<file path="src/rtl/btle_rx_packet_ctrl_pkg.sv">
// Shared constants, state encoding and helpers for the BTLE receive packet sequencer.
package btle_rx_packet_ctrl_pkg;

  localparam int unsigned HEADER_LEN_BITS   = 16;
  localparam int unsigned CRC_LEN_BITS      = 24;
  localparam int unsigned FIELD_CNT_WIDTH   = 11;

  localparam logic [FIELD_CNT_WIDTH-1:0] HdrLastIdx = FIELD_CNT_WIDTH'(HEADER_LEN_BITS - 1);
  localparam logic [FIELD_CNT_WIDTH-1:0] CrcLastIdx = FIELD_CNT_WIDTH'(CRC_LEN_BITS - 1);

  typedef enum logic [2:0] {
    StIdle    = 3'd0,
    StSearch  = 3'd1,
    StHeader  = 3'd2,
    StPayload = 3'd3,
    StCrc     = 3'd4
  } rx_state_e;

  // Payload length in bits for a header length field given in bytes.
  function automatic logic [FIELD_CNT_WIDTH-1:0] payload_bits(input logic [7:0] len_bytes);
    return {len_bytes, 3'b000};
  endfunction

endpackage

</file>
<file path="src/rtl/btle_rx_packet_ctrl_search_unique_bit_sequence.sv">
// Access-address correlator: slides a window over the LSB-first bit stream and
// flags, one cycle after the completing bit, when the window equals the pattern.
module search_unique_bit_sequence #(
  parameter int unsigned LEN_UNIQUE_BIT_SEQUENCE = 32
) (
  input  logic                               clk,
  input  logic                               rst,
  input  logic                               phy_bit,
  input  logic                               bit_valid,
  input  logic [LEN_UNIQUE_BIT_SEQUENCE-1:0] unique_bit_sequence,
  output logic                               hit_flag
);

  // Only the previous LEN-1 bits are stored; the current bit completes the window.
  logic [LEN_UNIQUE_BIT_SEQUENCE-2:0] hist_q;
  logic [LEN_UNIQUE_BIT_SEQUENCE-1:0] window;

  // Oldest bit lands in window[0], matching an LSB-first transmitted pattern.
  assign window = {phy_bit, hist_q};

  // Shift on every valid bit and register the comparison result.
  always_ff @(posedge clk or posedge rst) begin
    if (rst) begin
      hist_q   <= '0;
      hit_flag <= 1'b0;
    end else begin
      hit_flag <= bit_valid && (window == unique_bit_sequence);
      if (bit_valid) begin
        hist_q <= window[LEN_UNIQUE_BIT_SEQUENCE-1:1];
      end
    end
  end

endmodule

</file>
<file path="src/rtl/btle_rx_packet_ctrl.sv">
// Receive packet sequencer: searches for the access address, then frames the
// header, length-driven payload and CRC, forwarding bits with per-field strobes.
module btle_rx_packet_ctrl
  import btle_rx_packet_ctrl_pkg::*;
#(
  parameter int unsigned LEN_UNIQUE_BIT_SEQUENCE = 32,
  parameter int unsigned MAX_PAYLOAD_BYTES       = 255,
  parameter int unsigned TIMEOUT_WIDTH           = 16
) (
  input  logic                               clk,
  input  logic                               rst,
  input  logic                               start,
  input  logic                               stop,
  input  logic [LEN_UNIQUE_BIT_SEQUENCE-1:0] access_address,
  input  logic [TIMEOUT_WIDTH-1:0]           search_timeout,
  input  logic                               phy_bit,
  input  logic                               bit_valid,
  output logic                               busy,
  output logic                               aa_hit,
  output logic                               info_bit,
  output logic                               info_bit_valid,
  output logic                               crc_bit_valid,
  output logic [15:0]                        pdu_header,
  output logic                               header_valid,
  output logic [7:0]                         payload_len,
  output logic                               pkt_done,
  output logic                               timeout_flag,
  output logic                               len_err
);

  localparam int unsigned SrchW = $clog2(LEN_UNIQUE_BIT_SEQUENCE + 1);
  localparam logic [SrchW-1:0] SrchFull = SrchW'(LEN_UNIQUE_BIT_SEQUENCE);

  rx_state_e                  state_q, state_d;
  logic [FIELD_CNT_WIDTH-1:0] cnt_q, cnt_d;
  logic [SrchW-1:0]           srch_q, srch_d;
  logic [TIMEOUT_WIDTH-1:0]   to_q, to_d, to_inc;
  logic [15:0]                hdr_d;
  logic                       busy_d, aa_hit_d, info_bit_d, info_bit_valid_d, crc_bit_valid_d;
  logic                       header_valid_d, pkt_done_d, timeout_flag_d, len_err_d;

  logic       corr_valid, corr_hit, hit_ok, timeout_hit;
  logic [7:0] len_next;

  assign corr_valid = bit_valid & (state_q == StSearch);

  search_unique_bit_sequence #(
    .LEN_UNIQUE_BIT_SEQUENCE(LEN_UNIQUE_BIT_SEQUENCE)
  ) u_search (
    .clk                 (clk),
    .rst                 (rst),
    .phy_bit             (phy_bit),
    .bit_valid           (corr_valid),
    .unique_bit_sequence (access_address),
    .hit_flag            (corr_hit)
  );

  // Stale correlator contents are ignored until a full fresh window has been fed.
  assign hit_ok      = corr_hit && (srch_q == SrchFull);
  assign to_inc      = to_q + TIMEOUT_WIDTH'(1);
  assign timeout_hit = (search_timeout != '0) && (to_inc == search_timeout);
  // Length field as it will read once the current (16th) header bit is captured.
  assign len_next    = {phy_bit, pdu_header[14:8]};
  assign payload_len = pdu_header[15:8];

  // Next-state, counter and output-pulse decode.
  always_comb begin
    state_d          = state_q;
    cnt_d            = cnt_q;
    srch_d           = srch_q;
    to_d             = to_q;
    hdr_d            = pdu_header;
    aa_hit_d         = 1'b0;
    info_bit_d       = info_bit;
    info_bit_valid_d = 1'b0;
    crc_bit_valid_d  = 1'b0;
    header_valid_d   = 1'b0;
    pkt_done_d       = 1'b0;
    timeout_flag_d   = 1'b0;
    len_err_d        = 1'b0;

    if (stop) begin
      state_d = StIdle;
    end else begin
      unique case (state_q)
        StIdle: begin
          if (start) begin
            state_d = StSearch;
            srch_d  = '0;
            to_d    = '0;
          end
        end
        StSearch: begin
          if (hit_ok) begin
            // A hit wins over a coinciding timeout; a bit in this cycle is header bit 0.
            state_d  = StHeader;
            aa_hit_d = 1'b1;
            cnt_d    = '0;
            if (bit_valid) begin
              hdr_d[0]         = phy_bit;
              info_bit_d       = phy_bit;
              info_bit_valid_d = 1'b1;
              cnt_d            = FIELD_CNT_WIDTH'(1);
            end
          end else if (bit_valid) begin
            if (srch_q != SrchFull) begin
              srch_d = srch_q + SrchW'(1);
            end
            to_d = to_inc;
            if (timeout_hit) begin
              state_d        = StIdle;
              timeout_flag_d = 1'b1;
            end
          end
        end
        StHeader: begin
          if (bit_valid) begin
            hdr_d[cnt_q[3:0]] = phy_bit;
            info_bit_d        = phy_bit;
            info_bit_valid_d  = 1'b1;
            cnt_d             = cnt_q + FIELD_CNT_WIDTH'(1);
            if (cnt_q == HdrLastIdx) begin
              header_valid_d = 1'b1;
              cnt_d          = '0;
              if (32'(len_next) > MAX_PAYLOAD_BYTES) begin
                state_d   = StIdle;
                len_err_d = 1'b1;
              end else if (len_next == 8'd0) begin
                state_d = StCrc;
              end else begin
                state_d = StPayload;
              end
            end
          end
        end
        StPayload: begin
          if (bit_valid) begin
            info_bit_d       = phy_bit;
            info_bit_valid_d = 1'b1;
            cnt_d            = cnt_q + FIELD_CNT_WIDTH'(1);
            if (cnt_d == payload_bits(pdu_header[15:8])) begin
              state_d = StCrc;
              cnt_d   = '0;
            end
          end
        end
        StCrc: begin
          if (bit_valid) begin
            info_bit_d      = phy_bit;
            crc_bit_valid_d = 1'b1;
            cnt_d           = cnt_q + FIELD_CNT_WIDTH'(1);
            if (cnt_q == CrcLastIdx) begin
              state_d    = StIdle;
              pkt_done_d = 1'b1;
              cnt_d      = '0;
            end
          end
        end
        default: state_d = StIdle;
      endcase
    end

    busy_d = (state_d != StIdle);
  end

  // State, counters and registered outputs.
  always_ff @(posedge clk or posedge rst) begin
    if (rst) begin
      state_q        <= StIdle;
      cnt_q          <= '0;
      srch_q         <= '0;
      to_q           <= '0;
      pdu_header     <= '0;
      busy           <= 1'b0;
      aa_hit         <= 1'b0;
      info_bit       <= 1'b0;
      info_bit_valid <= 1'b0;
      crc_bit_valid  <= 1'b0;
      header_valid   <= 1'b0;
      pkt_done       <= 1'b0;
      timeout_flag   <= 1'b0;
      len_err        <= 1'b0;
    end else begin
      state_q        <= state_d;
      cnt_q          <= cnt_d;
      srch_q         <= srch_d;
      to_q           <= to_d;
      pdu_header     <= hdr_d;
      busy           <= busy_d;
      aa_hit         <= aa_hit_d;
      info_bit       <= info_bit_d;
      info_bit_valid <= info_bit_valid_d;
      crc_bit_valid  <= crc_bit_valid_d;
      header_valid   <= header_valid_d;
      pkt_done       <= pkt_done_d;
      timeout_flag   <= timeout_flag_d;
      len_err        <= len_err_d;
    end
  end

endmodule

</file>
<file path="config.mk">
export PLATFORM = sky130hd
export DESIGN_NAME = btle_rx_packet_ctrl
export DESIGN_NICKNAME = d
export VERILOG_FILES = /design/src/rtl/btle_rx_packet_ctrl_pkg.sv /design/src/rtl/btle_rx_packet_ctrl_search_unique_bit_sequence.sv /design/src/rtl/btle_rx_packet_ctrl.sv
export SDC_FILE = /design/constraint.sdc
export NUM_CORES = 1
export LEC_CHECK = 0
export ABC_AREA = 1
export CORE_MARGIN = 2
export CORE_UTILIZATION = 50
export DETAILED_ROUTE_END_ITERATION = 6
export GPL_ROUTABILITY_DRIVEN = 1
export GPL_TIMING_DRIVEN = 0
export PLACE_DENSITY = 0.74
export SETUP_SLACK_MARGIN = 0.15
export SLEW_MARGIN = 20
export SYNTH_ARGS = -nofsm -noshare
export SYNTH_HDL_FRONTEND = slang
export SYNTH_SLANG_ARGS = --single-unit
</file>
<file path="constraint.sdc">
create_clock -name clk -period 3.6 [get_ports clk]
set_input_delay 0.36 -clock clk [delete_from_list [all_inputs] [get_ports clk]]
set_output_delay 0.36 -clock clk [all_outputs]
set_load 0.005 [all_outputs]
</file>
==> impl_results.html, run 1 <==
<table>
<tr><th>Metric</th><th>Value</th></tr>
<tr><th colspan="2">Setup path</th></tr>
<tr><td>Setup slack, reg-to-reg</td><td>between 1 and 1.5 ns</td></tr>
<tr><td>Worst EP required</td><td>between 3 and 4 ns</td></tr>
<tr><td>Critical path type</td><td>flop to flop</td></tr>
<tr><td>CP endpoint kind</td><td>flop</td></tr>
<tr><td>Element type at the critical path start</td><td>flop</td></tr>
<tr><td>End of the worst register-to-register path</td><td>cnt_q[5]$_DFFE_PP0P_</td></tr>
<tr><td>Series of cell instances along the critical path</td><td>ha_1 &gt; buf_2 &gt; nand2_1 &gt; inv_1 &gt; nand3_1 &gt; nand3b_1 &gt; nand2_1 &gt; nor2_1 &gt; nand3_1 &gt; nor2_1 &gt; nand2_1 &gt; nand2_1 &gt; nand2_1 &gt; nand2_2 &gt; o22ai_1</td></tr>
<tr><td>Worst-path maximum fanout</td><td>9</td></tr>
<tr><td>CP most frequent cell</td><td>sky130_fd_sc_hd__nand2_1</td></tr>
<tr><td>Number of cells on the worst reg-to-reg path</td><td>15</td></tr>
<tr><td>Data arrival time of the critical path</td><td>~2.7 ns</td></tr>
<tr><td>Largest delay contributor family on the critical path</td><td>simple AND/OR/NAND/NOR gates</td></tr>
<tr><td>Number of buffer and inverter stages on the critical path</td><td>2</td></tr>
<tr><td>Crit path largest cell delay</td><td>roughly 0.52 ns</td></tr>
<tr><td>Last element of the critical path</td><td>cnt_q[5]$_DFFE_PP0P_</td></tr>
<tr><td>Critical path launch point</td><td>cnt_q[0]$_DFFE_PP0P_</td></tr>
<tr><td>Slowest CP cell</td><td>sky130_fd_sc_hd__dfrtp_1</td></tr>
<tr><td>Worst flop-to-flop path startpoint</td><td>cnt_q[0]$_DFFE_PP0P_</td></tr>
<tr><td>Critical Path Stages</td><td>15</td></tr>
<tr><th colspan="2">Routing</th></tr>
<tr><td>DRC violations left</td><td>0</td></tr>
<tr><td>Post-DR vias/cell</td><td>approximately 5.4</td></tr>
<tr><td>Top routing layer in use</td><td>met4</td></tr>
<tr><td>Per-cell routed wire length</td><td>roughly 15 um</td></tr>
<tr><td>DRT iter0 DRCs</td><td>between 200 and 300</td></tr>
<tr><td>Routed Wire Length</td><td>about 14000 um</td></tr>
<tr><td>Via Count</td><td>just over 5000</td></tr>
<tr><td>DRT antenna net count</td><td>0</td></tr>
<tr><td>Initial DRT Pass Iterations</td><td>5</td></tr>
<tr><td>Met2 WL</td><td>6500 um</td></tr>
<tr><td>Met3 wire length</td><td>roughly 1000 um</td></tr>
<tr><td>Met1 Routed Length</td><td>about 6600 um</td></tr>
<tr><th colspan="2">STA</th></tr>
<tr><td>Slew Viols, Final</td><td>0</td></tr>
<tr><td>Min Hold Slack</td><td>0.325 ns</td></tr>
<tr><td>Final Hold Fails</td><td>0</td></tr>
<tr><td>RSZ-0062 raised after global routing</td><td>no</td></tr>
<tr><td>Setup TNS</td><td>0 ns</td></tr>
<tr><td>Clock Skew</td><td>0.0105 ns</td></tr>
<tr><td>Period utilisation layout</td><td>0.685</td></tr>
<tr><td>Final count of negative-setup-slack endpoints</td><td>0</td></tr>
<tr><td>Worst-Margin Slew</td><td>just under 0.6 ns</td></tr>
<tr><td>Minimum clock period after layout</td><td>approximately 2.5 ns</td></tr>
<tr><td>Slew Limit Headroom</td><td>0.603</td></tr>
<tr><td>Achievable frequency</td><td>around 0.41 GHz</td></tr>
<tr><th colspan="2">Yosys</th></tr>
<tr><td>Mux share of post-synthesis cell area</td><td>0.0281</td></tr>
<tr><td>Synth Area in Simple Gates</td><td>0.302</td></tr>
<tr><td>Post-synthesis sequential area ratio</td><td>0.410</td></tr>
<tr><td>Count of state elements after synthesis</td><td>92</td></tr>
<tr><td>Parity-gate share of the synthesized area counting xor and xnor cells</td><td>0.0542</td></tr>
<tr><td>Main synth FF type</td><td>sky130_fd_sc_hd__dfrtp_1</td></tr>
<tr><td>Number of instances in the synthesized netlist</td><td>a little over 700</td></tr>
<tr><td>Post-synthesis net count</td><td>786</td></tr>
<tr><td>Post-synthesis share of cell area spent on full adders, half adders and majority gates</td><td>0.0156</td></tr>
<tr><td>Fraction of registers with async set or reset after synthesis</td><td>1.00</td></tr>
<tr><td>Synth cell types</td><td>44</td></tr>
<tr><td>Average size of a mapped cell</td><td>a little under 8 um^2</td></tr>
<tr><td>Main combinational cell family by area after synthesis</td><td>simple AND/OR/NAND/NOR gates</td></tr>
<tr><td>Number of warnings issued by yosys</td><td>0</td></tr>
<tr><td>Compound-gate portion of the synthesized area</td><td>0.101</td></tr>
<tr><td>Number of synthesized flops with an enable pin</td><td>0</td></tr>
<tr><td>Synthesized area</td><td>0.00561 mm^2</td></tr>
<tr><th colspan="2">Clock tree</th></tr>
<tr><td>Clock Tree Root</td><td>sky130_fd_sc_hd__clkbuf_8</td></tr>
<tr><td>CTS sink cnt</td><td>92</td></tr>
<tr><td>H-tree lvl count</td><td>3</td></tr>
<tr><td>Clock Latency Late Sink</td><td>0.38 ns</td></tr>
<tr><td>Buffers inserted by post-CTS timing repair</td><td>0</td></tr>
<tr><td>Clock slew seen by the registers of the worst setup and hold paths</td><td>0.10 ns</td></tr>
<tr><td>Inserted Clock Buffers</td><td>9</td></tr>
<tr><td># resized after CTS</td><td>0</td></tr>
<tr><td>Maximum root-to-sink buffer count</td><td>2</td></tr>
<tr><td>CTS tree</td><td>yes</td></tr>
<tr><td>Quantity of hold-fixing buffers added after cts</td><td>0</td></tr>
<tr><th colspan="2">Placement</th></tr>
<tr><td>Post-DP HPWL</td><td>roughly 11000 um</td></tr>
<tr><td>Placement Cell Area</td><td>about 0.0067 mm^2</td></tr>
<tr><td>Count of buffers from port buffering</td><td>85</td></tr>
<tr><td>Routability cong.</td><td>approximately 0.95</td></tr>
<tr><th colspan="2">Floorplanning</th></tr>
<tr><td>Die outline height</td><td>110 um</td></tr>
<tr><td>Overall die width</td><td>approximately 110 um</td></tr>
<tr><td>CORE AREA</td><td>~0.011 mm^2</td></tr>
<tr><td>I/O pin total</td><td>between 80 and 90</td></tr>
<tr><td>Num rows</td><td>38</td></tr>
<tr><td>Starting utilization of the core area</td><td>0.516</td></tr>
<tr><td>Area enclosed by the die boundary</td><td>about 0.012 mm^2</td></tr>
<tr><th colspan="2">Power</th></tr>
<tr><td>Largest voltage drop on the vdd net</td><td>roughly 320 uV</td></tr>
<tr><td>Final total power</td><td>between 2000 and 3000 uW</td></tr>
<tr><td>Power density over cell area</td><td>roughly 380 mW/mm^2</td></tr>
<tr><td>Leakage power</td><td>approximately 0.0031 uW</td></tr>
<tr><th colspan="2">Finish</th></tr>
<tr><td>Area used by sequential logic in the layout</td><td>~0.0023 mm^2</td></tr>
<tr><td>Post-layout net count</td><td>~880</td></tr>
<tr><td>Inserted Diodes</td><td>0</td></tr>
<tr><td>Number of filler cells placed in the layout</td><td>971</td></tr>
<tr><td>Cell area after layout</td><td>around 0.0069 mm^2</td></tr>
<tr><td>Signed area change from the synthesized netlist to the final layout</td><td>22.4%</td></tr>
<tr><td>Final core utilization</td><td>0.631</td></tr>
<tr><td>Area of the multi-input gates</td><td>between 0.002 and 0.003 mm^2</td></tr>
<tr><td>Share of cells above drive strength 1</td><td>0.104</td></tr>
<tr><th colspan="2">GRT</th></tr>
<tr><td>Via count of the first global-routing pass</td><td>roughly 5000</td></tr>
<tr><td>Antenna violations before repair</td><td>0</td></tr>
<tr><td>GR Overflow Total</td><td>0</td></tr>
<tr><td>Total GRT Usage</td><td>0.257</td></tr>
<tr><td>Wire length of the first global-routing pass</td><td>between 20000 and 25000 um</td></tr>
<tr><td>Maximum number of pins on one net before global-route repair</td><td>60</td></tr>
<tr><th colspan="2">Run status</th></tr>
<tr><td>Result of the run</td><td>complete, no violations</td></tr>
<tr><th colspan="2">Hold path</th></tr>
<tr><td>Class of the tightest hold or removal check</td><td>primary input to async pin</td></tr>
<tr><th colspan="2">Job</th></tr>
<tr><td>Number of violations of the max-capacitance limit</td><td>0</td></tr>
</table>
## cells in the final DEF, fill, tap and decap left out, types with 9 or more instances in the layout
cell type and n:
sky130_fd_sc_hd__nand2_1 157, sky130_fd_sc_hd__a21oi_1 25, sky130_fd_sc_hd__nor3_1 9, sky130_fd_sc_hd__clkbuf_8 9, sky130_fd_sc_hd__dfrtp_1 92, sky130_fd_sc_hd__nor2_1 61, sky130_fd_sc_hd__o22ai_1 19, sky130_fd_sc_hd__clkdlybuf4s50_1 85
sky130_fd_sc_hd__or2_2 9, sky130_fd_sc_hd__mux2_2 14, sky130_fd_sc_hd__xnor2_1 15, sky130_fd_sc_hd__inv_1 87, sky130_fd_sc_hd__o21ai_0 34, sky130_fd_sc_hd__nand3_1 67, sky130_fd_sc_hd__xor2_1 12, sky130_fd_sc_hd__inv_2 10
sky130_fd_sc_hd__nand4_1 20, sky130_fd_sc_hd__buf_4 10
## how the worst min path moves through the flow
stage                         startpoint                   endpoint  cells after the start
6_report                             rst      srch_q[2]$_DFFE_PP0P_                      2
2_1_floorplan                       stop       state_q[1]$_DFF_PP0_                      1
3_5_place_dp   pdu_header[4]$_DFFE_PP0P_  pdu_header[4]$_DFFE_PP0P_                      2
3_3_place_gp   pdu_header[4]$_DFFE_PP0P_  pdu_header[4]$_DFFE_PP0P_                      2
5_1_grt                              rst      srch_q[2]$_DFFE_PP0P_                      2
4_1_cts                              rst      srch_q[2]$_DFFE_PP0P_                      2
## cell usage after synthesis (3+ instances only)
| library cell | number | share of area |
|---|---|---|
| sky130_fd_sc_hd__buf_4 | 10 | 0.013 |
| sky130_fd_sc_hd__nor2_4 | 3 | 0.0060 |
| sky130_fd_sc_hd__dfrtp_1 | 92 | 0.41 |
| sky130_fd_sc_hd__o22ai_1 | 19 | 0.021 |
| sky130_fd_sc_hd__xor2_1 | 12 | 0.019 |
| sky130_fd_sc_hd__nor2_1 | 61 | 0.041 |
| sky130_fd_sc_hd__or2_2 | 9 | 0.010 |
| sky130_fd_sc_hd__nor2_8 | 3 | 0.011 |
| sky130_fd_sc_hd__o21ai_0 | 34 | 0.030 |
| sky130_fd_sc_hd__nand2_2 | 4 | 0.0045 |
| sky130_fd_sc_hd__nand4_1 | 20 | 0.022 |
| sky130_fd_sc_hd__clkbuf_1 | 6 | 0.0040 |
| sky130_fd_sc_hd__nand3b_1 | 5 | 0.0067 |
| sky130_fd_sc_hd__xnor2_1 | 15 | 0.023 |
| sky130_fd_sc_hd__nor3_1 | 9 | 0.0080 |
| sky130_fd_sc_hd__ha_1 | 7 | 0.016 |
| sky130_fd_sc_hd__nand3_1 | 67 | 0.060 |
| sky130_fd_sc_hd__xnor3_1 | 3 | 0.012 |
| sky130_fd_sc_hd__nor2_2 | 6 | 0.0067 |
| sky130_fd_sc_hd__inv_2 | 10 | 0.0067 |
| sky130_fd_sc_hd__inv_1 | 88 | 0.059 |
| sky130_fd_sc_hd__nand2_1 | 157 | 0.10 |
| sky130_fd_sc_hd__mux2_2 | 14 | 0.028 |
| sky130_fd_sc_hd__a21oi_1 | 25 | 0.022 |
| sky130_fd_sc_hd__a31oi_1 | 6 | 0.0067 |
| sky130_fd_sc_hd__o21ai_1 | 7 | 0.0062 |
| sky130_fd_sc_hd__a221oi_1 | 3 | 0.0047 |
| sky130_fd_sc_hd__nor4_1 | 7 | 0.0078 |
## kinds of logic after synthesis
| group | count (synthesis) |
|---|---|
| AND/OR/NAND/NOR | 360 |
| buffers and inverters | 121 |
| AO/OA/AOI/OAI | 100 |
| flip-flops | 92 |
| XOR/XNOR | 30 |
| multiplexers | 14 |
| adder cells (fa/ha/maj) | 7 |
| other | 1 |
## sequential cells by signal, indices dropped and copies added (netlist names), 3 cells and up
register         cells
to_q                16
state_q              3
cnt_q               11
u_search.hist_q     31
pdu_header          16
srch_q               6
## layer usage
metal | vias to the layer above | GRT usage
met5 | - | 0
li1 | 2584 | -
met3 | 13 | 0.0545
met2 | 172 | 0.406
met4 | 0 | 0.0633
met1 | 2411 | 0.360
## where the power goes
part / switching, uW / total (uW) / internal, uW
sequential: 150 / 1340 / 1190
combinational: 284 / 576 / 292
clock: 395 / 722 / 328
## through the flow
step | instances | setup WS, ns
after floorplan | 725 | 0.848
after global placement | 950 | -0.632
after detailed placement | 951 | 0.980
after CTS | 967 | 1.18
after global routing | 967 | 0.872
final | 967 | 1.13
## final cells by class
class / instances / area share
Inverter: 101 / 0.0564
Multi-Input combinational cell: 512 / 0.410
Clock inverter: 6 / 0.0104
Tap cell: 140 / 0.0255
Timing Repair Buffer: 86 / 0.128
Sequential cell: 92 / 0.335
Clock buffer: 10 / 0.0186
Buffer: 20 / 0.0168
Power figures use the tool's default switching activity.
==> inputs of run 2 (changes only) <==
- CORE_UTILIZATION: 50 -> 49
- PLACE_DENSITY: 0.74 -> 0.76
- clock period: 3.6 -> 2 ns (I/O delays scaled with it)
==> impl_results.html, run 2 (same netlist as run 1, synthesis figures left out) <==
<table>
<tr><th>Metric</th><th>Value</th></tr>
<tr><th colspan="2">Power</th></tr>
<tr><td>Leakage power</td><td>0.00352 uW (+14%)</td></tr>
<tr><td>P_int</td><td>3770 uW (+110%)</td></tr>
<tr><td>Power density over cell area</td><td>678 mW/mm^2 (+77%)</td></tr>
<tr><td>Combinational Power Share</td><td>0.225 (+0.007)</td></tr>
<tr><td>Net Switching</td><td>1620 uW (+95%)</td></tr>
<tr><td>Largest voltage drop on the vdd net</td><td>664 uV (+110%)</td></tr>
<tr><td>Sequential power share</td><td>0.448 (-0.060)</td></tr>
<tr><td>Share of total power in the clock network</td><td>0.327 (+0.053)</td></tr>
<tr><td>Net Sw Frac</td><td>0.300 (-0.0140)</td></tr>
<tr><th colspan="2">Setup path</th></tr>
<tr><td>Critical path launch point</td><td>cnt_q[1]$_DFFE_PP0P_</td></tr>
<tr><td>Worst flop-to-flop path startpoint</td><td>cnt_q[1]$_DFFE_PP0P_</td></tr>
<tr><td>Number of cells on the worst reg-to-reg path</td><td>14 (-1)</td></tr>
<tr><td>Crit path largest cell delay</td><td>0.41 ns (-0.11 ns)</td></tr>
<tr><td>Data arrival time of the critical path</td><td>2.45 ns (-0.27 ns)</td></tr>
<tr><td>Critical path type</td><td>flop to flop</td></tr>
<tr><td>End of the worst register-to-register path</td><td>busy$_DFF_PP0_</td></tr>
<tr><td>Slowest CP cell</td><td>sky130_fd_sc_hd__dfrtp_1</td></tr>
<tr><td>CP endpoint kind</td><td>flop</td></tr>
<tr><td>Series of cell instances along the critical path</td><td>buf_6 &gt; nand2_4 &gt; nor2_4 &gt; nand3_2 &gt; nand3_2 &gt; nand2_1 &gt; nor2_2 &gt; nand3_2 &gt; nor2_4 &gt; buf_4 &gt; nand4_1 &gt; nand2_1 &gt; o21ai_1 &gt; nand2_1</td></tr>
<tr><td>Worst-path maximum fanout</td><td>5 (-4)</td></tr>
<tr><td>Worst EP required</td><td>2.30 ns (-1.55 ns)</td></tr>
<tr><td>Element type at the critical path start</td><td>flop</td></tr>
<tr><td>Last element of the critical path</td><td>busy$_DFF_PP0_</td></tr>
<tr><td>Setup slack, reg-to-reg</td><td>-0.15 ns (-1.29 ns)</td></tr>
<tr><th colspan="2">Finish</th></tr>
<tr><td>Area used by sequential logic in the layout</td><td>0.00231 mm^2 (+0.33%)</td></tr>
<tr><td>Share of cells above drive strength 1</td><td>0.275 (+0.171)</td></tr>
<tr><td>Cell area after layout</td><td>0.00794 mm^2 (+16%)</td></tr>
<tr><td>Largest registers</td><td>u_search.hist_q (31), pdu_header (16), to_q (16)</td></tr>
<tr><td>Post-layout net count</td><td>926 (+4.9%)</td></tr>
<tr><td>Flip-flop count of the largest register, all copies and words added</td><td>31 (unchanged)</td></tr>
<tr><td>Signed area change from the synthesized netlist to the final layout</td><td>41.4%</td></tr>
<tr><td>Number of filler cells placed in the layout</td><td>852 (-12%)</td></tr>
<tr><td>Area of the multi-input gates</td><td>0.00337 mm^2 (+20%)</td></tr>
<tr><td>Most used cells in the layout excluding fill and tap cells</td><td>sky130_fd_sc_hd__nand2_1, sky130_fd_sc_hd__dfrtp_1, sky130_fd_sc_hd__clkdlybuf4s50_1</td></tr>
<tr><td>Most common cell after layout, fill and taps aside</td><td>sky130_fd_sc_hd__nand2_1</td></tr>
<tr><td>Register with the highest flop count</td><td>u_search.hist_q</td></tr>
<tr><th colspan="2">Clock tree</th></tr>
<tr><td>Inserted Clock Buffers</td><td>9 (unchanged)</td></tr>
<tr><td>Quantity of hold-fixing buffers added after cts</td><td>0 (unchanged)</td></tr>
<tr><td>Clock slew seen by the registers of the worst setup and hold paths</td><td>0.07 ns (-0.03 ns)</td></tr>
<tr><td>Clock Latency Late Sink</td><td>0.36 ns (-0.02 ns)</td></tr>
<tr><td>CTS sink cnt</td><td>92 (unchanged)</td></tr>
<tr><td>CTS tree</td><td>yes</td></tr>
<tr><td>Maximum root-to-sink buffer count</td><td>2 (unchanged)</td></tr>
<tr><td>H-tree lvl count</td><td>3 (unchanged)</td></tr>
<tr><td>Clock Tree Root</td><td>sky130_fd_sc_hd__clkbuf_16</td></tr>
<tr><th colspan="2">STA</th></tr>
<tr><td>RSZ-0062 raised after global routing</td><td>yes</td></tr>
<tr><td>Slew Limit Headroom</td><td>0.634 (+0.0305)</td></tr>
<tr><td>Final count of negative-setup-slack endpoints</td><td>14 (+14)</td></tr>
<tr><td>Achievable frequency</td><td>0.465 GHz (+15%)</td></tr>
<tr><td>Minimum clock period after layout</td><td>2.15 ns (-0.315 ns)</td></tr>
<tr><td>Setup slack of the critical path after layout</td><td>-0.153 ns (-1.29 ns)</td></tr>
<tr><td>Worst-Margin Slew</td><td>0.545 ns (-0.0500 ns)</td></tr>
<tr><td>Final Hold Fails</td><td>0 (unchanged)</td></tr>
<tr><td>Clock Skew</td><td>0.00931 ns (-0.00124 ns)</td></tr>
<tr><td>Slew Viols, Final</td><td>0 (unchanged)</td></tr>
<tr><td>Period utilisation layout</td><td>1.08 (+0.391)</td></tr>
<tr><th colspan="2">Placement</th></tr>
<tr><td>Placement Cell Area</td><td>0.00675 mm^2 (+1.1%)</td></tr>
<tr><td>Routability cong.</td><td>0.944 (-0.87%)</td></tr>
<tr><td>Post-Place Setup Slack</td><td>-0.461 ns (-1.44 ns)</td></tr>
<tr><td>Post-DP HPWL</td><td>11200 um (+1.7%)</td></tr>
<tr><td>Count of buffers from port buffering</td><td>85 (unchanged)</td></tr>
<tr><th colspan="2">Routing</th></tr>
<tr><td>DRT antenna net count</td><td>0 (unchanged)</td></tr>
<tr><td>Initial DRT Pass Iterations</td><td>5 (unchanged)</td></tr>
<tr><td>Per-cell routed wire length</td><td>16.5 um (+12%)</td></tr>
<tr><td>Routed Wire Length</td><td>16700 um (+18%)</td></tr>
<tr><td>DRC violations left</td><td>0 (unchanged)</td></tr>
<tr><td>DRT iter0 DRCs</td><td>396 (+33%)</td></tr>
<tr><td>Post-DR vias/cell</td><td>5.52 (+3.1%)</td></tr>
<tr><td>Via Count</td><td>5599 (+8.1%)</td></tr>
<tr><th colspan="2">GRT</th></tr>
<tr><td>Maximum number of pins on one net before global-route repair</td><td>32 (-47%)</td></tr>
<tr><td>Antenna violations before repair</td><td>0 (unchanged)</td></tr>
<tr><td>Wire length of the first global-routing pass</td><td>25600 um (+7.2%)</td></tr>
<tr><td>Total GRT Usage</td><td>0.256 (-0.00114)</td></tr>
<tr><td>Via count of the first global-routing pass</td><td>5370 (+7.7%)</td></tr>
<tr><td>GR Overflow Total</td><td>0 (unchanged)</td></tr>
<tr><th colspan="2">Run status</th></tr>
<tr><td>Violated checks</td><td>negative setup slack</td></tr>
<tr><td>Result of the run</td><td>finished with violations</td></tr>
<tr><th colspan="2">Floorplanning</th></tr>
<tr><td>I/O pin total</td><td>87 (unchanged)</td></tr>
<tr><td>Area enclosed by the die boundary</td><td>0.0123 mm^2 (+2.0%)</td></tr>
<tr><td>Num rows</td><td>39 (+2.6%)</td></tr>
<tr><td>Die outline height</td><td>111 um (+0.98%)</td></tr>
<tr><td>CORE AREA</td><td>0.0113 mm^2 (+4.0%)</td></tr>
<tr><td>Overall die width</td><td>111 um (+0.98%)</td></tr>
<tr><td>Starting utilization of the core area</td><td>0.496 (-0.0197)</td></tr>
<tr><th colspan="2">Hold path</th></tr>
<tr><td>Class of the tightest hold or removal check</td><td>primary input to async pin</td></tr>
<tr><th colspan="2">Job</th></tr>
<tr><td>Number of violations of the max-capacitance limit</td><td>0 (unchanged)</td></tr>
</table>
[run 2: area by class of cell]
class	count	share of cell area
well taps	143	0.0225
inverters	101	0.0511
clock inverters	5	0.00772
repair buffers	128	0.156
diodes	1	0.000315
clock buffers	11	0.0306
plain buffers	20	0.0165
flip-flops and latches	92	0.291
multi-input cells	513	0.424
[run 2: worst min path at each step]
stage | from | end | cells past startpoint
after floorplan | stop | state_q[1]$_DFF_PP0_ | 1
after global placement | pdu_header[4]$_DFFE_PP0P_ | pdu_header[4]$_DFFE_PP0P_ | 2
after detailed placement | pdu_header[3]$_DFFE_PP0P_ | pdu_header[3]$_DFFE_PP0P_ | 2
after CTS | rst | pdu_header[2]$_DFFE_PP0P_ | 2
after global routing | rst | pdu_header[0]$_DFFE_PP0P_ | 2
final | rst | pdu_header[2]$_DFFE_PP0P_ | 2
[run 2: timing repair]
item                       CTS  global route
resized for setup           43           110
pin swaps                   16            35
gates cloned                 1             0
buffers inserted            17            23
setup endpoints to repair   42            58
[run 2: through the flow]
| step | std cells | power (uW) | setup TNS (ns) | utilization | hold WS [ns] |
|---|---|---|---|---|---|
| 2_1_floorplan | 725 | 3070 | 0 | - | 0.263 |
| 3_3_place_gp | 953 | 3420 | -33.33 | 0.590 | 0.487 |
| 3_5_place_dp | 956 | 3480 | -11.47 | 0.596 | 0.480 |
| 4_1_cts | 990 | 5310 | -0.0845 | 0.649 | 0.200 |
| 5_1_grt | 1013 | 5630 | -2.19 | 0.701 | 0.228 |
| 6_report | 1014 | 5380 | -0.956 | 0.701 | 0.192 |
[run 2: critical path: cells and delay by family, from the launching register on]
family / cells / cell delay [ns]
buffers and inverters: 2 / 0.27
and+or+nand+nor: 11 / 1.32
AOI/OAI and AO/OA: 1 / 0.08
DFF: 1 / 0.41
[run 2: power groups by stage]
| stage | registers (uW) | logic (uW) | clock network, uW |
|---|---|---|---|
| global placement | 2420 | 999 | 0 |
| detailed placement | 2440 | 1050 | 0 |
| finish | 2410 | 1210 | 1760 |
| global route | 2450 | 1330 | 1860 |
| floorplan | 2350 | 720 | 0 |
| CTS | 2400 | 1130 | 1790 |
[run 2: per-layer routing]
metal  up-vias  share of wire  GRT usage
li1       2667              -          -
met1      2697           0.41      0.321
met2       191           0.51      0.438
met3        44          0.051     0.0410
met4         0          0.029      0.110
met5         -              0          0
==> inputs of run 3 (changes only) <==
- ABC_AREA: 1 -> default
==> impl_results.html, run 3 <==
<table>
<tr><th>Metric</th><th>Value</th></tr>
<tr><th colspan="2">Routing</th></tr>
<tr><td>DRT antenna net count</td><td>0 (unchanged)</td></tr>
<tr><td>Per-cell routed wire length</td><td>18.2 um (+10%)</td></tr>
<tr><td>DRC violations left</td><td>0 (unchanged)</td></tr>
<tr><td>Routed Wire Length</td><td>16300 um (-2.6%)</td></tr>
<tr><td>Via Count</td><td>5189 (-7.3%)</td></tr>
<tr><td>Initial DRT Pass Iterations</td><td>5 (unchanged)</td></tr>
<tr><td>DRT iter0 DRCs</td><td>463 (+17%)</td></tr>
<tr><td>Post-DR vias/cell</td><td>5.78 (+4.8%)</td></tr>
<tr><th colspan="2">Floorplanning</th></tr>
<tr><td>Starting utilization of the core area</td><td>0.507 (+0.0108)</td></tr>
<tr><td>CORE AREA</td><td>0.0110 mm^2 (-3.0%)</td></tr>
<tr><td>Overall die width</td><td>111 um (-0.42%)</td></tr>
<tr><td>Die outline height</td><td>111 um (-0.42%)</td></tr>
<tr><td>Area enclosed by the die boundary</td><td>0.0122 mm^2 (-0.84%)</td></tr>
<tr><td>I/O pin total</td><td>87 (unchanged)</td></tr>
<tr><td>Num rows</td><td>38 (-2.6%)</td></tr>
<tr><th colspan="2">Yosys</th></tr>
<tr><td>Count of state elements after synthesis</td><td>92 (unchanged)</td></tr>
<tr><td>Leading post-synthesis cells by instance count</td><td>sky130_fd_sc_hd__dfrtp_1, sky130_fd_sc_hd__nand2_1, sky130_fd_sc_hd__mux2_2</td></tr>
<tr><td>Share of the synthesized area in the top cell type</td><td>0.414 (+0.00360)</td></tr>
<tr><td>Most numerous cell in the Yosys netlist</td><td>sky130_fd_sc_hd__dfrtp_1</td></tr>
<tr><td>Top post-synthesis cells by area</td><td>sky130_fd_sc_hd__dfrtp_1, sky130_fd_sc_hd__mux2_2, sky130_fd_sc_hd__xor2_1</td></tr>
<tr><td>Fraction of registers with async set or reset after synthesis</td><td>1.00 (unchanged)</td></tr>
<tr><td>Number of instances in the synthesized netlist</td><td>584 (-19%)</td></tr>
<tr><td>Number of synthesized flops with an enable pin</td><td>0 (unchanged)</td></tr>
<tr><td>Post-synthesis sequential area ratio</td><td>0.414 (+0.00360)</td></tr>
<tr><td>Synthesized area</td><td>0.00557 mm^2 (-0.87%)</td></tr>
<tr><td>Average size of a mapped cell</td><td>9.53 um^2 (+23%)</td></tr>
<tr><td>Main synth FF type</td><td>sky130_fd_sc_hd__dfrtp_1</td></tr>
<tr><td>Number of warnings issued by yosys</td><td>0 (unchanged)</td></tr>
<tr><td>Cell accounting for the most synthesized area</td><td>sky130_fd_sc_hd__dfrtp_1</td></tr>
<tr><td>Synth cell types</td><td>66 (+50%)</td></tr>
<tr><td>Post-synthesis net count</td><td>645 (-18%)</td></tr>
<tr><th colspan="2">Finish</th></tr>
<tr><td>Register with the highest flop count</td><td>u_search.hist_q</td></tr>
<tr><td>Share of cells above drive strength 1</td><td>0.370 (+0.0952)</td></tr>
<tr><td>Post-layout net count</td><td>813 (-12%)</td></tr>
<tr><td>Signed area change from the synthesized netlist to the final layout</td><td>47.9%</td></tr>
<tr><td>Inserted Diodes</td><td>0 (-1)</td></tr>
<tr><td>Largest registers</td><td>u_search.hist_q (31), pdu_header (16), to_q (16)</td></tr>
<tr><td>Most common cell after layout, fill and taps aside</td><td>sky130_fd_sc_hd__clkdlybuf4s50_1</td></tr>
<tr><td>Non-Filler Instances</td><td>897 (-12%)</td></tr>
<tr><td>Flip-flop count of the largest register, all copies and words added</td><td>31 (unchanged)</td></tr>
<tr><td>Most used cells in the layout excluding fill and tap cells</td><td>sky130_fd_sc_hd__clkdlybuf4s50_1, sky130_fd_sc_hd__dfrtp_1, sky130_fd_sc_hd__buf_4</td></tr>
<tr><th colspan="2">Clock tree</th></tr>
<tr><td>Maximum root-to-sink buffer count</td><td>2 (unchanged)</td></tr>
<tr><td>Clock Latency Late Sink</td><td>0.35 ns (about the same)</td></tr>
<tr><td>H-tree lvl count</td><td>3 (unchanged)</td></tr>
<tr><td>CTS sink cnt</td><td>92 (unchanged)</td></tr>
<tr><td>Clock slew seen by the registers of the worst setup and hold paths</td><td>0.07 ns (about the same)</td></tr>
<tr><td>Clock Tree Root</td><td>sky130_fd_sc_hd__clkbuf_16</td></tr>
<tr><td>CTS tree</td><td>yes</td></tr>
<tr><td>Inserted Clock Buffers</td><td>9 (unchanged)</td></tr>
<tr><th colspan="2">GRT</th></tr>
<tr><td>Via count of the first global-routing pass</td><td>5092 (-5.2%)</td></tr>
<tr><td>GR Overflow Total</td><td>0 (unchanged)</td></tr>
<tr><td>Wire length of the first global-routing pass</td><td>25200 um (-1.7%)</td></tr>
<tr><td>Antenna violations before repair</td><td>0 (unchanged)</td></tr>
<tr><td>Maximum number of pins on one net before global-route repair</td><td>35 (+9.4%)</td></tr>
<tr><td>Total GRT Usage</td><td>0.251 (-0.00459)</td></tr>
<tr><th colspan="2">Placement</th></tr>
<tr><td>Post-DP HPWL</td><td>10300 um (-8.4%)</td></tr>
<tr><td>Count of buffers from port buffering</td><td>85 (unchanged)</td></tr>
<tr><td>Cell count after placement</td><td>812 (-15%)</td></tr>
<tr><td>Routability cong.</td><td>0.892 (-5.5%)</td></tr>
<tr><td>Post-Place Setup Slack</td><td>-0.753 ns (-0.292 ns)</td></tr>
<tr><th colspan="2">Setup path</th></tr>
<tr><td>Element type at the critical path start</td><td>flop</td></tr>
<tr><td>Worst-path maximum fanout</td><td>10 (+5)</td></tr>
<tr><td>Slowest CP cell</td><td>sky130_fd_sc_hd__or4b_4</td></tr>
<tr><td>Crit path largest cell delay</td><td>0.56 ns (+0.15 ns)</td></tr>
<tr><td>Worst EP required</td><td>2.20 ns (-0.10 ns)</td></tr>
<tr><td>CP most frequent cell</td><td>sky130_fd_sc_hd__a21oi_4</td></tr>
<tr><td>Series of cell instances along the critical path</td><td>clkbuf_4 &gt; nand4_1 &gt; or4b_4 &gt; a21oi_4 &gt; a311oi_2 &gt; o311ai_4 &gt; a21oi_4 &gt; buf_6 &gt; a21oi_2 &gt; a31oi_1</td></tr>
<tr><td>CP endpoint kind</td><td>flop</td></tr>
<tr><td>Critical path type</td><td>flop to flop</td></tr>
<tr><td>Data arrival time of the critical path</td><td>2.74 ns (+0.29 ns)</td></tr>
<tr><th colspan="2">STA</th></tr>
<tr><td>Slew Limit Headroom</td><td>0.386 (-0.247)</td></tr>
<tr><td>Slew Viols, Final</td><td>0 (unchanged)</td></tr>
<tr><td>Clock Skew</td><td>0.00617 ns (-0.00314 ns)</td></tr>
<tr><td>Final count of negative-setup-slack endpoints</td><td>35 (+21)</td></tr>
<tr><td>Period utilisation layout</td><td>1.27 (+0.195)</td></tr>
<tr><td>Worst-Margin Slew</td><td>0.912 ns (+0.367 ns)</td></tr>
<tr><td>RSZ-0062 raised after global routing</td><td>yes</td></tr>
<tr><td>Min Hold Slack</td><td>0.127 ns (-0.0649 ns)</td></tr>
<tr><td>Achievable frequency</td><td>0.393 GHz (-15%)</td></tr>
<tr><td>Final Hold Fails</td><td>0 (unchanged)</td></tr>
<tr><td>Minimum clock period after layout</td><td>2.54 ns (+0.389 ns)</td></tr>
<tr><td>Setup slack of the critical path after layout</td><td>-0.542 ns (-0.389 ns)</td></tr>
<tr><th colspan="2">Power</th></tr>
<tr><td>Largest voltage drop on the vdd net</td><td>529 uV (-20%)</td></tr>
<tr><td>Power density over cell area</td><td>619 mW/mm^2 (-8.7%)</td></tr>
<tr><td>Leakage power</td><td>0.00352 uW (about the same)</td></tr>
<tr><th colspan="2">Hold path</th></tr>
<tr><td>Class of the tightest hold or removal check</td><td>primary input to async pin</td></tr>
<tr><th colspan="2">Job</th></tr>
<tr><td>Number of violations of the max-capacitance limit</td><td>0 (unchanged)</td></tr>
<tr><th colspan="2">Run status</th></tr>
<tr><td>Result of the run</td><td>finished with violations</td></tr>
<tr><td>Violated checks</td><td>negative setup slack</td></tr>
</table>
==> run 3: cell count changes after synthesis, moves of 10 or more <==
cell / change
sky130_fd_sc_hd__clkbuf_1: +14
sky130_fd_sc_hd__inv_1: -74
sky130_fd_sc_hd__inv_2: -10
sky130_fd_sc_hd__mux2_2: +34
sky130_fd_sc_hd__nand2_1: -101
sky130_fd_sc_hd__nand3_1: -33
sky130_fd_sc_hd__nor2_1: -23
sky130_fd_sc_hd__nor4_1: +13
sky130_fd_sc_hd__o22ai_1: -17
sky130_fd_sc_hd__xnor2_1: +18
sky130_fd_sc_hd__xor2_1: +22
==> run 3: cell type report <==
class	count	area (um^2)
Clock buffer	9	225
Clock inverter	7	93.8
Buffer	37	337
Inverter	14	58.8
Timing Repair Buffer	157	1490
Fill cell	717	2750
Multi-Input combinational cell	441	3540
Sequential cell	92	2310
Tap cell	140	175
==> run 3: power by group <==
group	internal [uW]	switching (uW)	leakage [uW]
Sequential	2020	152	0.00124
Clock	1010	812	0.000153
Combinational	624	487	0.00213
==> run 3: worst max-delay path: cells and delay by family, from the launching register on <==
family          cells  cell delay [ns]
compound gates      6             0.94
simple gates        2             0.71
buf+inv             2             0.39
flops               1             0.35
==> run 3: metal layers <==
layer  track usage  wire, um  up-vias
li1              -         -     2398
met1         0.331      6780     2517
met2         0.412      8080      234
met3        0.0428      1010       40
met4         0.101       427        0
met5             0         0        -
==> run 3: metrics by stage <==
step           power, uW   util  area, um^2  TNS (ns)
2_1_floorplan       2700      -        5790     -4.25
3_3_place_gp        2980  0.621        6820    -41.73
5_1_grt             5310  0.749        8230    -10.84
4_1_cts             4980  0.714        7840     -7.80
3_5_place_dp        3030  0.627        6880    -24.46
6_report            5100  0.749        8230     -8.68
==> run 3: final timing paths <==
kind	cells after the start	startpoint	endpoint	slack, ns
max	10	cnt_q[3]$_DFFE_PP0P_	cnt_q[2]$_DFFE_PP0P_	-0.54
min	2	rst	srch_q[5]$_DFFE_PP0P_	0.13
max reg2reg	10	cnt_q[3]$_DFFE_PP0P_	cnt_q[2]$_DFFE_PP0P_	-0.54
min reg2reg	1	pdu_header[3]$_DFFE_PP0P_	pdu_header[3]$_DFFE_PP0P_	0.51
max in group asynchronous	4	rst	pdu_header[13]$_DFFE_PP0P_	1.25
min in group clk	1	pdu_header[3]$_DFFE_PP0P_	pdu_header[3]$_DFFE_PP0P_	0.51
==> run 3: cell families after synthesis <==
family	after synthesis	synth area share
fa+ha+maj	7	0.0157
mux	50	0.101
xor+xnor	67	0.105
simple gates	226	0.216
buf+inv	51	0.0470
flops	92	0.414
compound gates	90	0.101
other cells	1	0.000674
==> run 3: what timing repair did <==
item	CTS	global route
setup buffers	48	19
hold endpoints to repair	0	0
endpoints found under the setup margin	88	86
cloned	1	1
gates resized for setup	74	74
hold buffers	0	0
pin swaps	24	23
